--- src/rtl/ifmap_pkg.sv ---
// ifmap_pkg: shared bank count, padding-bank set and scheduler FSM states
package ifmap_pkg;

    localparam int BANKS = 8;
    localparam int PAD_BANK_LIST [4] = '{0, 1, 6, 7};
    localparam logic [7:0] PAD_MASK = 8'b1100_0011;

    typedef enum logic [1:0] {
        S_IDLE,
        S_KICK,
        S_RUN,
        S_DONE
    } state_t;

endpackage

--- src/rtl/ifbank_wr_mux.sv ---
// ifbank_wr_mux: registered per-bank write mux, padding wins over loader
module ifbank_wr_mux #(
    parameter int AW = 11,
    parameter int DW = 64
) (
    input  logic          clk,
    input  logic          reset,
    input  logic          pd_req,
    input  logic          pd_wen,
    input  logic [AW-1:0] pd_addr,
    input  logic [DW-1:0] pd_data,
    input  logic          ld_req,
    input  logic [AW-1:0] ld_addr,
    input  logic [DW-1:0] ld_data,
    output logic          cen,
    output logic          wen,
    output logic [AW-1:0] addr,
    output logic [DW-1:0] data
);

    // idle cycles deassert the enables but keep addr/data stable for the macro
    always_ff @(posedge clk or posedge reset) begin
        if (reset) begin
            cen  <= 1'b1;
            wen  <= 1'b1;
            addr <= '0;
            data <= '0;
        end else if (pd_req) begin
            cen  <= 1'b0;
            wen  <= pd_wen;
            addr <= pd_addr;
            data <= pd_data;
        end else if (ld_req) begin
            cen  <= 1'b0;
            wen  <= 1'b0;
            addr <= ld_addr;
            data <= ld_data;
        end else begin
            cen  <= 1'b1;
            wen  <= 1'b1;
        end
    end

endmodule

--- src/rtl/ifsram_wr_sched.sv ---
// ifsram_wr_sched: per-tile scheduler sharing the ifmap banks between padding and loader
module ifsram_wr_sched
    import ifmap_pkg::*;
#(
    parameter int IFMAP_SRAM_ADDBITS    = 11,
    parameter int IFMAP_SRAM_DATA_WIDTH = 64,
    parameter int BANKS                 = 8
) (
    input  logic                                   clk,
    input  logic                                   reset,
    input  logic                                   tile_start,
    input  logic                                   cfg_pad_en,
    output logic                                   tile_busy,
    output logic                                   tile_done,
    output logic                                   if_pad_start,
    input  logic                                   if_pad_busy,
    input  logic                                   if_pad_done,
    input  logic                                   pdb0_cen,
    input  logic                                   pdb0_wen,
    input  logic [IFMAP_SRAM_ADDBITS-1:0]          pdb0_addr,
    input  logic                                   pdb1_cen,
    input  logic                                   pdb1_wen,
    input  logic [IFMAP_SRAM_ADDBITS-1:0]          pdb1_addr,
    input  logic                                   pdb6_cen,
    input  logic                                   pdb6_wen,
    input  logic [IFMAP_SRAM_ADDBITS-1:0]          pdb6_addr,
    input  logic                                   pdb7_cen,
    input  logic                                   pdb7_wen,
    input  logic [IFMAP_SRAM_ADDBITS-1:0]          pdb7_addr,
    input  logic [IFMAP_SRAM_DATA_WIDTH-1:0]       pd_data,
    input  logic                                   ld_valid,
    output logic                                   ld_ready,
    input  logic [2:0]                             ld_bank,
    input  logic [IFMAP_SRAM_ADDBITS-1:0]          ld_addr,
    input  logic [IFMAP_SRAM_DATA_WIDTH-1:0]       ld_data,
    input  logic                                   ld_last,
    output logic [BANKS-1:0]                       sram_cen,
    output logic [BANKS-1:0]                       sram_wen,
    output logic [BANKS*IFMAP_SRAM_ADDBITS-1:0]    sram_addr,
    output logic [BANKS*IFMAP_SRAM_DATA_WIDTH-1:0] sram_data
);

    localparam int AW = IFMAP_SRAM_ADDBITS;
    localparam int DW = IFMAP_SRAM_DATA_WIDTH;

    state_t state, next;
    logic pad_fin, ld_fin, active, ld_acc;
    logic [BANKS-1:0] pd_req, pd_wen, ld_req;
    logic unused_busy;

    assign unused_busy = if_pad_busy;
    assign active = (state == S_KICK) || (state == S_RUN);
    assign pd_req = PAD_MASK & {~pdb7_cen, ~pdb6_cen, 4'b0000, ~pdb1_cen, ~pdb0_cen};
    assign pd_wen = {pdb7_wen, pdb6_wen, 4'b1111, pdb1_wen, pdb0_wen};
    assign ld_acc = ld_valid && ld_ready;
    assign ld_req = {BANKS{ld_acc}} & (BANKS'(1) << ld_bank);

    // state register
    always_ff @(posedge clk or posedge reset) begin
        if (reset) state <= S_IDLE;
        else       state <= next;
    end

    // completion flags: cleared on tile acceptance, sticky while the tile runs
    always_ff @(posedge clk or posedge reset) begin
        if (reset) begin
            pad_fin <= 1'b0;
            ld_fin  <= 1'b0;
        end else if (state == S_IDLE && tile_start) begin
            pad_fin <= !cfg_pad_en;
            ld_fin  <= 1'b0;
        end else if (active) begin
            pad_fin <= pad_fin || if_pad_done;
            ld_fin  <= ld_fin || (ld_acc && ld_last);
        end
    end

    // next state and state-decoded outputs; loader stalls only on a padding hit to its bank
    always_comb begin
        next = state;
        unique case (state)
            S_IDLE:  next = tile_start ? (cfg_pad_en ? S_KICK : S_RUN) : S_IDLE;
            S_KICK:  next = S_RUN;
            S_RUN:   next = (pad_fin && ld_fin) ? S_DONE : S_RUN;
            default: next = S_IDLE;
        endcase
        tile_busy    = state != S_IDLE;
        tile_done    = state == S_DONE;
        if_pad_start = state == S_KICK;
        ld_ready     = active && !ld_fin && !pd_req[ld_bank];
    end

    for (genvar b = 0; b < BANKS; b++) begin : g_bank
        logic [AW-1:0] pa;
        assign pa = b == 0 ? pdb0_addr :
                    b == 1 ? pdb1_addr :
                    b == 6 ? pdb6_addr :
                    b == 7 ? pdb7_addr : '0;
        ifbank_wr_mux #(.AW(AW), .DW(DW)) u_mux (
            .clk     (clk),
            .reset   (reset),
            .pd_req  (pd_req[b]),
            .pd_wen  (pd_wen[b]),
            .pd_addr (pa),
            .pd_data (pd_data),
            .ld_req  (ld_req[b]),
            .ld_addr (ld_addr),
            .ld_data (ld_data),
            .cen     (sram_cen[b]),
            .wen     (sram_wen[b]),
            .addr    (sram_addr[b*AW +: AW]),
            .data    (sram_data[b*DW +: DW])
        );
    end

endmodule

--- config.mk ---
export PLATFORM = sky130hd
export DESIGN_NAME = ifsram_wr_sched
export DESIGN_NICKNAME = d
export VERILOG_FILES = /design/src/rtl/ifmap_pkg.sv /design/src/rtl/ifbank_wr_mux.sv /design/src/rtl/ifsram_wr_sched.sv
export SDC_FILE = /design/constraint.sdc
export NUM_CORES = 1
export LEC_CHECK = 0
export ABC_AREA = 1
export ABC_CLOCK_PERIOD_IN_PS = 26400
export CAP_MARGIN = 20
export CORE_AREA = 2 2 323 325
export CTS_BUF_LIST = sky130_fd_sc_hd__clkbuf_4
export CTS_CLUSTER_DIAMETER = 30
export CTS_CLUSTER_SIZE = 28
export DETAILED_ROUTE_END_ITERATION = 10
export DIE_AREA = 0 0 325 327
export HOLD_SLACK_MARGIN = 0.02
export PLACE_DENSITY = 0.47
export SLEW_MARGIN = 20
export SYNTH_ARGS = -nofsm -noshare
export SYNTH_HDL_FRONTEND = slang
export SYNTH_SLANG_ARGS = --single-unit
--- constraint.sdc ---
create_clock -name clk -period 26.4 [get_ports clk]
set_input_delay 5.28 -clock clk [delete_from_list [all_inputs] [get_ports clk]]
set_output_delay 5.28 -clock clk [all_outputs]
set_load 0.005 [all_outputs]
# [After elaboration in Yosys (flattened, before gate mapping)]
# Cells that the tools add are included.
[word_totals] reg_bits=616 inputBits=202 output_inout_bits=620 word_cells=102
[classes] magnitude_cmp=1 eq_ne=7 shift=1 muxes=42 bitwise_logic=5 reduce_logical=15
[ops] op="64-bit two-way mux" count=8
[ops] op="11-bit two-way mux" count=8
[ops] op="1-bit two-way mux" count=22
[ops] op="8-bit bitwise AND" count=1
[ops] op="2-bit by 1-bit inequality test with 1-bit output, second input constant" count=4
[ops] op="1-bit by 3-bit << shifter with 8-bit output, first input constant" count=1
[ops] op="1-bit logical AND" count=6
[ops] op="2-bit case mux with 3 select lines" count=1
[ops] op="2-bit == test, second input constant" count=2
[ops] op="3-bit by 4-bit < comparator with 1-bit output, second input constant" count=1
[ops] op="2-bit two-way mux" count=2
[ops] op="1-bit NOT" count=4
[ops] op="2-bit nonzero test" count=2
[ops] op="1-bit binary-select mux with 3-bit select" count=1
[ops] op="1-bit zero test" count=3
[ops] op="1-bit logical OR" count=3
[ops] op="2-bit by 1-bit == test with 1-bit output, second input constant" count=1
[ops] op="2-bit zero test" count=1

# [Longest topological paths before layout]
# Gate-level depths: netlist (run 1).
[depth] depth_word=10 mapped_depth=12 mapped_depth_nobuf=10

# [Modules after synthesis]
# From an unflattened synthesis (run 1), not the netlist that was laid out.
[unflattened] hier_cells=3398 area_unflattened_um2=28617.4
[modules_own_cells] mod="ifbank_wr_mux" instances=8 cells_per_inst=416 area_per_inst_um2=3520.9 seq_area_each_um2=1929.4
[modules_own_cells] mod="ifsram_wr_sched" instances=1 cells_per_inst=70 area_per_inst_um2=450.4 seq_area_each_um2=100.1

# [Least setup slack after synthesis (run 1)]
# No wires, ideal clock.
[synth_path] path_type="input port to output port" from="input port pdb7_cen" to="output port ld_ready" arrival_time_ns=5.867 required_ns=21.120 setup_slack_ns=15.253 stages=5 path_buffers=1 path_cell_list="buf_2 nand2_1 nand4_1 nand2_1 nor2_8"
[synth_between] elab_chain_cells=5
[synth_rtl] item="start: declaration" line="ifsram_wr_sched.sv:27" source="input logic pdb7_cen,"
[synth_rtl] item="1-bit NOT" line="ifsram_wr_sched.sv:53" source="assign pd_req = PAD_MASK & {~pdb7_cen, ~pdb6_cen, 4'b0000, ~pdb1_cen, ~pdb0_cen};"
[synth_rtl] item="1-bit binary-select mux with 3-bit select" line="ifsram_wr_sched.sv:90" source="ld_ready = active && !ld_fin && !pd_req[ld_bank];"
[synth_rtl] item="1-bit two-way mux (not written as such)" line="ifsram_wr_sched.sv:90"
[synth_rtl] item="1-bit zero test" line="ifsram_wr_sched.sv:90"
[synth_rtl] item="1-bit logical AND" line="ifsram_wr_sched.sv:90"
[synth_rtl] item="end: declaration" line="ifsram_wr_sched.sv:32" source="output logic ld_ready,"
# No other way between the ends. The select of a mux whose other input is x is not followed.

# [Worst setup path in the final report (run 1)]
[layout_path] from="input port ld_bank[2]" to="output port ld_ready"
[layout_between] elab_chain_cells=4
[layout_rtl] item="start: declaration" line="ifsram_wr_sched.sv:33" source="input logic [2:0] ld_bank,"
[layout_rtl] item="1-bit binary-select mux with 3-bit select" line="ifsram_wr_sched.sv:90"
[layout_rtl] item="1-bit two-way mux (not written as such)" line="ifsram_wr_sched.sv:90"
[layout_rtl] item="1-bit zero test" line="ifsram_wr_sched.sv:90"
[layout_rtl] item="1-bit logical AND" line="ifsram_wr_sched.sv:90"
# No other way between the ends. The select of a mux whose other input is x is not followed.

==> impl_results.md, run 1 <==
* Status: completed
* Routed wire length per instance at 21.6 microns
* Final hold violations at 0
* Worst reg-to-reg path cell count at 11
* Worst hold path depth at 2
* Shortest clock period the worst path allows after layout at 12.34 ns
* CTS Hold Buffers Added at 0
* Largest fanout of any net on the critical path at 8
* EDFF count, synth at 0
* CTS-repair resized insts at 0
* Number of ports placed on the die boundary at 822
* Post-Layout Inst Area at 0.0389 sq mm
* Least-Margin Pin Slew at 1.06 ns
* Cell Rows at 118
* Number of vias per cell after detailed routing at 4.49
* Clock Tree Root: clkbuf_4
* Routed Wire Length at 121000 microns
* Share of the clock period used by the worst path after layout at 46.7%
* Library cells used by synthesis at 22
* Classification of the worst setup path: input port to primary output
* Total clock sinks at 616
* Net load switching power at 1.12 mW
* Portion of the post-synthesis area used by sequential elements at 57.2%
* Number of standard cells in the final layout excluding fillers at 5610
* Kind of start point of the critical path: input port
* Starting density of the core at 26.2%
* Cells along the critical path: clkdlybuf4s50_1 -> inv_2 -> nand3b_1 -> nand2_2 -> nor2_8 -> clkdlybuf4s50_1
* Ratio of cells with drive above 1 in the final layout at 9.77%
* Count of routing violations after the opening detailed-route iteration at 1355
* Crit path DAT at 7.06 ns
* R2r setup slk at 22.47 ns
* TritonCTS clock tree: built
* CP dominant cell by count: clkdlybuf4s50_1
* Ys flop type: dfrtp_1
* Post-route DRC at 0
* Source-to-sink clock delay at the later pin of the worst-skew pair at 1.07 ns
* Sum of negative setup slack at 0 ns
* Worst r2r src: state[0]$_DFF_PP0_
* Worst ir drop on vdd at 0.0498 mV
* Commonest cells in the synthesized netlist: 1469 x nand2_1, 604 x dfrtp_1, 330 x o21ai_0
* Largest cells by area after synthesis: dfrtp_1 56%, nand2_1 20%, o21ai_0 6.1%
* Maximum clock frequency at 81.1 MHz
* Clock transition time at the flip-flop clock pins of the worst setup and hold paths at 0.06 ns
* Max H-tree Level at 4
* Via Count at 25192
* Slowest CP cell: clkdlybuf4s50_1
* Hold EP: g_bank[5].u_mux.data[52]$_DFFE_PP0P_
* Mean post-synth cell area at 8.23 sq um
* Fraction of registers with async set or reset after synthesis at 100%
* Cell type contributing the most total cell area after synthesis: dfrtp_1
* Number of global-route vias before repair at 24893
* Portion of total power attributed to the clock network at 30.3%
* Setup violations, final at 0
* Pre-antenna DRT Iters at 5
* Post-synthesis register bit count at 616
* TritonCTS Buffers at 183
* Sequential share of power at 38.4%
* Maximum number of pins on one net before global-route repair at 140
* Switching power share of the total at 31.7%
* Global-route wire length before repair at 176000 microns
* Most frequent cell after synthesis: nand2_1
* Unrepaired setup endpoints after global routing: no
* Number of routed nets with antenna violations at 0
* Cell area reported after detailed placement at 0.0362 sq mm
* Total die area at 0.106 sq mm
* CP peak stage delay at 0.62 ns
* Combined area of all synthesized cells at 0.0270 sq mm
* Total power at 3.53 mW
* Leakage power summed over all cells at 19.0 nW
* Number of standard cells after synthesis at 3277
* Port buffer count at 820
* Number of buffers on the longest clock path at 3
* Final hold slack at 0.466 ns
* Die width at 325 microns
* HPWL reported at the end of detailed placement at 80900 microns
* Die Y at 327 microns
* Core Box Area at 0.103 sq mm
* Proportion of netlist area held by the largest area contributor at 56.0%
* Grt ovf at 0
* Antenna violations before repair at 14
* Maxcap violations at 0
* Worst reg2reg path endpoint: g_bank[0].u_mux.addr[6]$_DFFE_PP0P_
* Class of the most critical hold timing path: register to register
* Global-route usage over all layers at 22.4%
* Placer's final routability congestion estimate at 0.785
* Combinational share of power at 31.4%
* Clock Skews at 0.0897 ns
* Pins over their slew limit at 0
* Area overhead of the layout relative to synthesis at 44.0%
* Fin nets at 4279
* Number of setup buffers added after CTS at 0
* Required time of the critical path at 21.12 ns
* Number of warnings reported in the yosys synthesis log at 0
* Worst hold path startpoint: g_bank[5].u_mux.data[52]$_DFFE_PP0P_
* Endpoint class of the critical path: primary output
* Remaining max-slew budget at the tightest pin at 29.5%
* Number of placed instances with taps included at 5268
* Power density over cell area at 91.0 mW/mm^2
* P_int at 2.41 mW
* Net count after synthesis at 3483
registers in the layout (all words and copies together) (netlist names):
name / count
state: 2
g_bank.u_mux.addr: 88
ld_fin: 1
g_bank.u_mux.wen: 4
g_bank.u_mux.data: 512
g_bank.u_mux.cen: 8
pad_fin: 1
power groups by stage:
stage / Clock (mW) / Combinational, mW / Sequential (mW)
2_1_floorplan: 0 / 0.325 / 1.39
3_3_place_gp: 0 / 1.12 / 1.36
3_5_place_dp: 0 / 1.13 / 1.37
4_1_cts: 1.11 / 1.13 / 1.36
5_1_grt: 1.16 / 1.21 / 1.39
6_report: 1.07 / 1.11 / 1.36
logic make-up (layout without fill, tap and decap cells):
kind of cell	count (synthesis)	in the layout	synth area share, %
AND/OR/NAND/NOR	1799	1799	26.7
flip-flops	616	616	57.2
AO/OA/AOI/OAI	412	412	7.64
buffers and inverters	402	1351	6.46
multiplexers	44	44	1.84
adder cells (fa/ha/maj)	4	4	0.185
other	0	4	0
per-layer routing:
layer / global-route usage, % / vias up / routed length (microns)
met5: 0 / - / 97
met1: 26.3 / 12040 / 49000
met4: 8.00 / 14 / 3580
li1: - / 12096 / -
met3: 8.48 / 185 / 10200
met2: 37.4 / 857 / 58200
through the flow:
step | util [%] | setup WS [ns]
after floorplan | - | 3.89
after detailed placement | 35.1 | 14.04
after CTS | 37.7 | 14.04
final | 37.8 | 14.06
after global routing | 37.8 | 13.96
after global placement | 35.1 | 14.05
area by class of cell:
class,count,area (sq um)
Tap cell,1380,1730
Sequential cell,616,15400
Multi-Input combinational cell,2259,9900
Antenna cell,4,10.0
Clock buffer,234,1760
Fill cell,10831,64100
Inverter,161,617
Timing Repair Buffer,852,8490
Clock inverter,104,926
worst max path at each step:
stage,start,end,slack [ns],depth (start not counted)
6_report,ld_bank[2],ld_ready,14.06,6
5_1_grt,ld_bank[2],ld_ready,13.96,6
4_1_cts,ld_bank[2],ld_ready,14.04,6
3_5_place_dp,ld_bank[2],ld_ready,14.04,6
3_3_place_gp,ld_bank[2],ld_ready,14.05,6
2_1_floorplan,reset,g_bank[0].u_mux.addr[0]$_DFFE_PP0P_,3.89,1
worst max-delay path: cells and delay by family:
family / cells / cell delay [ns]
buffers and inverters: 3 / 1.27
and+or+nand+nor: 3 / 0.50
cells in the final DEF (no fill, tap or decap), types with 3 or more instances in the layout:
cell type | netlist | routed
clkbuf_8 | 0 | 4
nand3_1 | 302 | 302
clkinv_2 | 0 | 38
diode_2 | 0 | 4
dfrtp_1 | 604 | 604
buf_4 | 32 | 30
clkinv_1 | 0 | 37
o21ai_0 | 330 | 330
nand2_4 | 0 | 4
clkinv_4 | 0 | 5
dfstp_2 | 12 | 12
nor2_1 | 15 | 13
mux2_2 | 44 | 44
clkdlybuf4s50_1 | 0 | 816
o21ai_1 | 80 | 80
inv_1 | 156 | 155
bufinv_16 | 0 | 17
clkbuf_4 | 0 | 234
nand3_4 | 0 | 6
ha_1 | 4 | 4
inv_2 | 5 | 6
clkinvlp_4 | 0 | 3
nand2_1 | 1469 | 1466
No activity file was read; power rests on OpenSTA's default activity.
==> inputs of run 2 (changes only) <==
ABC_CLOCK_PERIOD_IN_PS = 12700   (was 26400)
clock period = 12.7 ns   (was 26.4 ns; I/O delays follow)
==> run 2 against run 1 <==
- largest power group unchanged
- sequential power up 110%
- clock skew down 0.034 ns
- via count up 0.21%
- sequential share of layout area about the same
- first-iteration DRC count up 4.0%
- combinational power up 110%
- die area unchanged
- worst hold slack better by 0.0019 ns
- sequential cell count unchanged
- register-to-register slack worse by 14 ns
- critical endpoint unchanged
- setup slack worse by 8.3 ns
==> impl_results.md, run 2 (synthesis gave the netlist of run 1 again) <==
* Pins over their slew limit at 0
* Core Box Area at 0.103 sq mm
* Min setup slack post-route at 5.76 ns
* Maxcap violations at 0
* Max H-tree Level at 4
* CTS-repair resized insts at 0
* Number of global-route vias before repair at 24782
* Port buffer count at 820
* Area overhead of the layout relative to synthesis at 44.0%
* Total die area at 0.106 sq mm
* Maximum number of pins on one net before global-route repair at 167
* Storage element area at 0.0154 sq mm
* Endpoint class of the critical path: primary output
* Least-Margin Pin Slew at 1.08 ns
* Setup violations, final at 0
* Source-to-sink clock delay at the later pin of the worst-skew pair at 1.04 ns
* Multi-input gate area in the final layout at 0.00990 sq mm
* Worst hold path startpoint: g_bank[4].u_mux.data[59]$_DFFE_PP0P_
* Most frequent cells in the layout: 1466 x nand2_1, 816 x clkdlybuf4s50_1, 604 x dfrtp_1, 330 x o21ai_0, 302 x nand3_1
* Worst slack after detailed placement at 5.75 ns
* Grt ovf at 0
* Final hold slack at 0.468 ns
* Global-route wire length before repair at 174000 microns
* CTS Hold Buffers Added at 0
* HPWL reported at the end of detailed placement at 80700 microns
* P_int at 5.04 mW
* Register bank with the most flops: g_bank.u_mux.data
* Total clock sinks at 616
* Most frequent standard cell in the layout excluding fill and tap cells: nand2_1
* Number of buffers on the longest clock path at 3
* Classification of the worst setup path: input port to primary output
* Number of routed nets with antenna violations at 0
* Starting density of the core at 26.2%
* Antenna violations before repair at 16
* Required time of the critical path at 10.16 ns
* Hold EP: g_bank[4].u_mux.data[59]$_DFFE_PP0P_
* # fillers at 10841
* Worst reg-to-reg path cell count at 12
* Class of the most critical hold timing path: register to register
* Sum of negative setup slack at 0 ns
* Die width at 325 microns
* Crit path DAT at 4.40 ns
* Routed Wire Length at 120000 microns
* Remaining max-slew budget at the tightest pin at 28.1%
* TritonCTS Buffers at 177
* Largest fanout of any net on the critical path at 8
* Portion of total power attributed to the clock network at 30.4%
* Routed wire length per instance at 21.4 microns
* Clock Skews at 0.0559 ns
* Share of the clock period used by the worst path after layout at 54.7%
* Shortest clock period the worst path allows after layout at 6.94 ns
* Worst ir drop on vdd at 0.0977 mV
* Maximum clock frequency at 144 MHz
* Clock Tree Root: clkbuf_4
* Pre-antenna DRT Iters at 5
* Worst hold path depth at 2
* Leakage power summed over all cells at 19.0 nW
* Net load switching power at 2.30 mW
* Regs by FF count: g_bank.u_mux.data x512, g_bank.u_mux.addr x88, g_bank.u_mux.cen x8
* Fin nets at 4276
* Global-route usage over all layers at 22.0%
* Worst r2r src: state[0]$_DFF_PP0_
* Die Y at 327 microns
* Number of flip-flops in the largest register at 512
* Cell Rows at 118
* Final hold violations at 0
* Total power at 7.34 mW
* Number of ports placed on the die boundary at 822
* Via Count at 25246
* Combinational share of power at 31.3%
* R2r setup slk at 8.56 ns
* Count of routing violations after the opening detailed-route iteration at 1409
* Placer's final routability congestion estimate at 0.785
* Post-route DRC at 0
* Kind of start point of the critical path: input port
* Sequential share of power at 38.3%
* Ratio of cells with drive above 1 in the final layout at 9.68%
* Status: completed
* Unrepaired setup endpoints after global routing: no
* Clock transition time at the flip-flop clock pins of the worst setup and hold paths at 0.06 ns
* Number of setup buffers added after CTS at 0
* TritonCTS clock tree: built
* Number of vias per cell after detailed routing at 4.51
* Worst reg2reg path endpoint: g_bank[6].u_mux.data[0]$_DFFE_PP0P_
* Switching power share of the total at 31.4%
* Power density over cell area at 189 mW/mm^2
run 2: worst max-delay path: stages:
cell	delay, ns
clkdlybuf4s50_1	0.63
inv_2	0.09
nand3b_1	0.09
nand2_1	0.12
nor2_8	0.26
clkdlybuf4s50_1	0.66
run 2: area by class of cell:
class / count / share of cell area (%)
tap: 1380 / 4.44
clock buffer: 225 / 4.35
antenna: 8 / 0.0515
inverter: 161 / 1.58
multi-input combinational: 2259 / 25.5
timing repair buffer: 855 / 21.9
clock inverter: 98 / 2.49
sequential: 616 / 39.7
run 2: how the worst max path moves through the flow:
| stage | startpoint | end | slack, ns | depth (start not counted) |
|---|---|---|---|---|
| after floorplan | reset | g_bank[0].u_mux.addr[0]$_DFFE_PP0P_ | 1.76 | 1 |
| after global placement | ld_bank[2] | ld_ready | 5.77 | 6 |
| after detailed placement | ld_bank[2] | ld_ready | 5.75 | 6 |
| after CTS | ld_bank[2] | ld_ready | 5.75 | 6 |
| after global routing | ld_bank[2] | ld_ready | 5.68 | 6 |
| final | ld_bank[2] | ld_ready | 5.76 | 6 |
run 2: power by group through the flow:
stage	Combinational, mW	Clock, mW	Sequential (mW)
after global placement	2.33	0	2.83
final	2.30	2.23	2.81
after floorplan	0.677	0	2.89
after detailed placement	2.33	0	2.84
after CTS	2.34	2.31	2.81
after global routing	2.50	2.41	2.88
run 2: routing by layer:
layer	up-vias	GRT usage (%)	part of all wire [%]
met5	-	0	0.090
met4	16	7.69	3.0
met3	217	8.64	8.7
met2	867	36.6	48
met1	12061	25.8	41
li1	12085	-	-
run 2: metrics by stage:
| step | area, sq um | cells | utilization [%] |
|---|---|---|---|
| after floorplan | 27000 | 3277 | - |
| after global placement | 36200 | 5271 | 35.2 |
| after detailed placement | 36200 | 5271 | 35.2 |
| after CTS | 38800 | 5594 | 37.8 |
| after global routing | 38900 | 5598 | 37.8 |
| final | 38900 | 5602 | 37.8 |
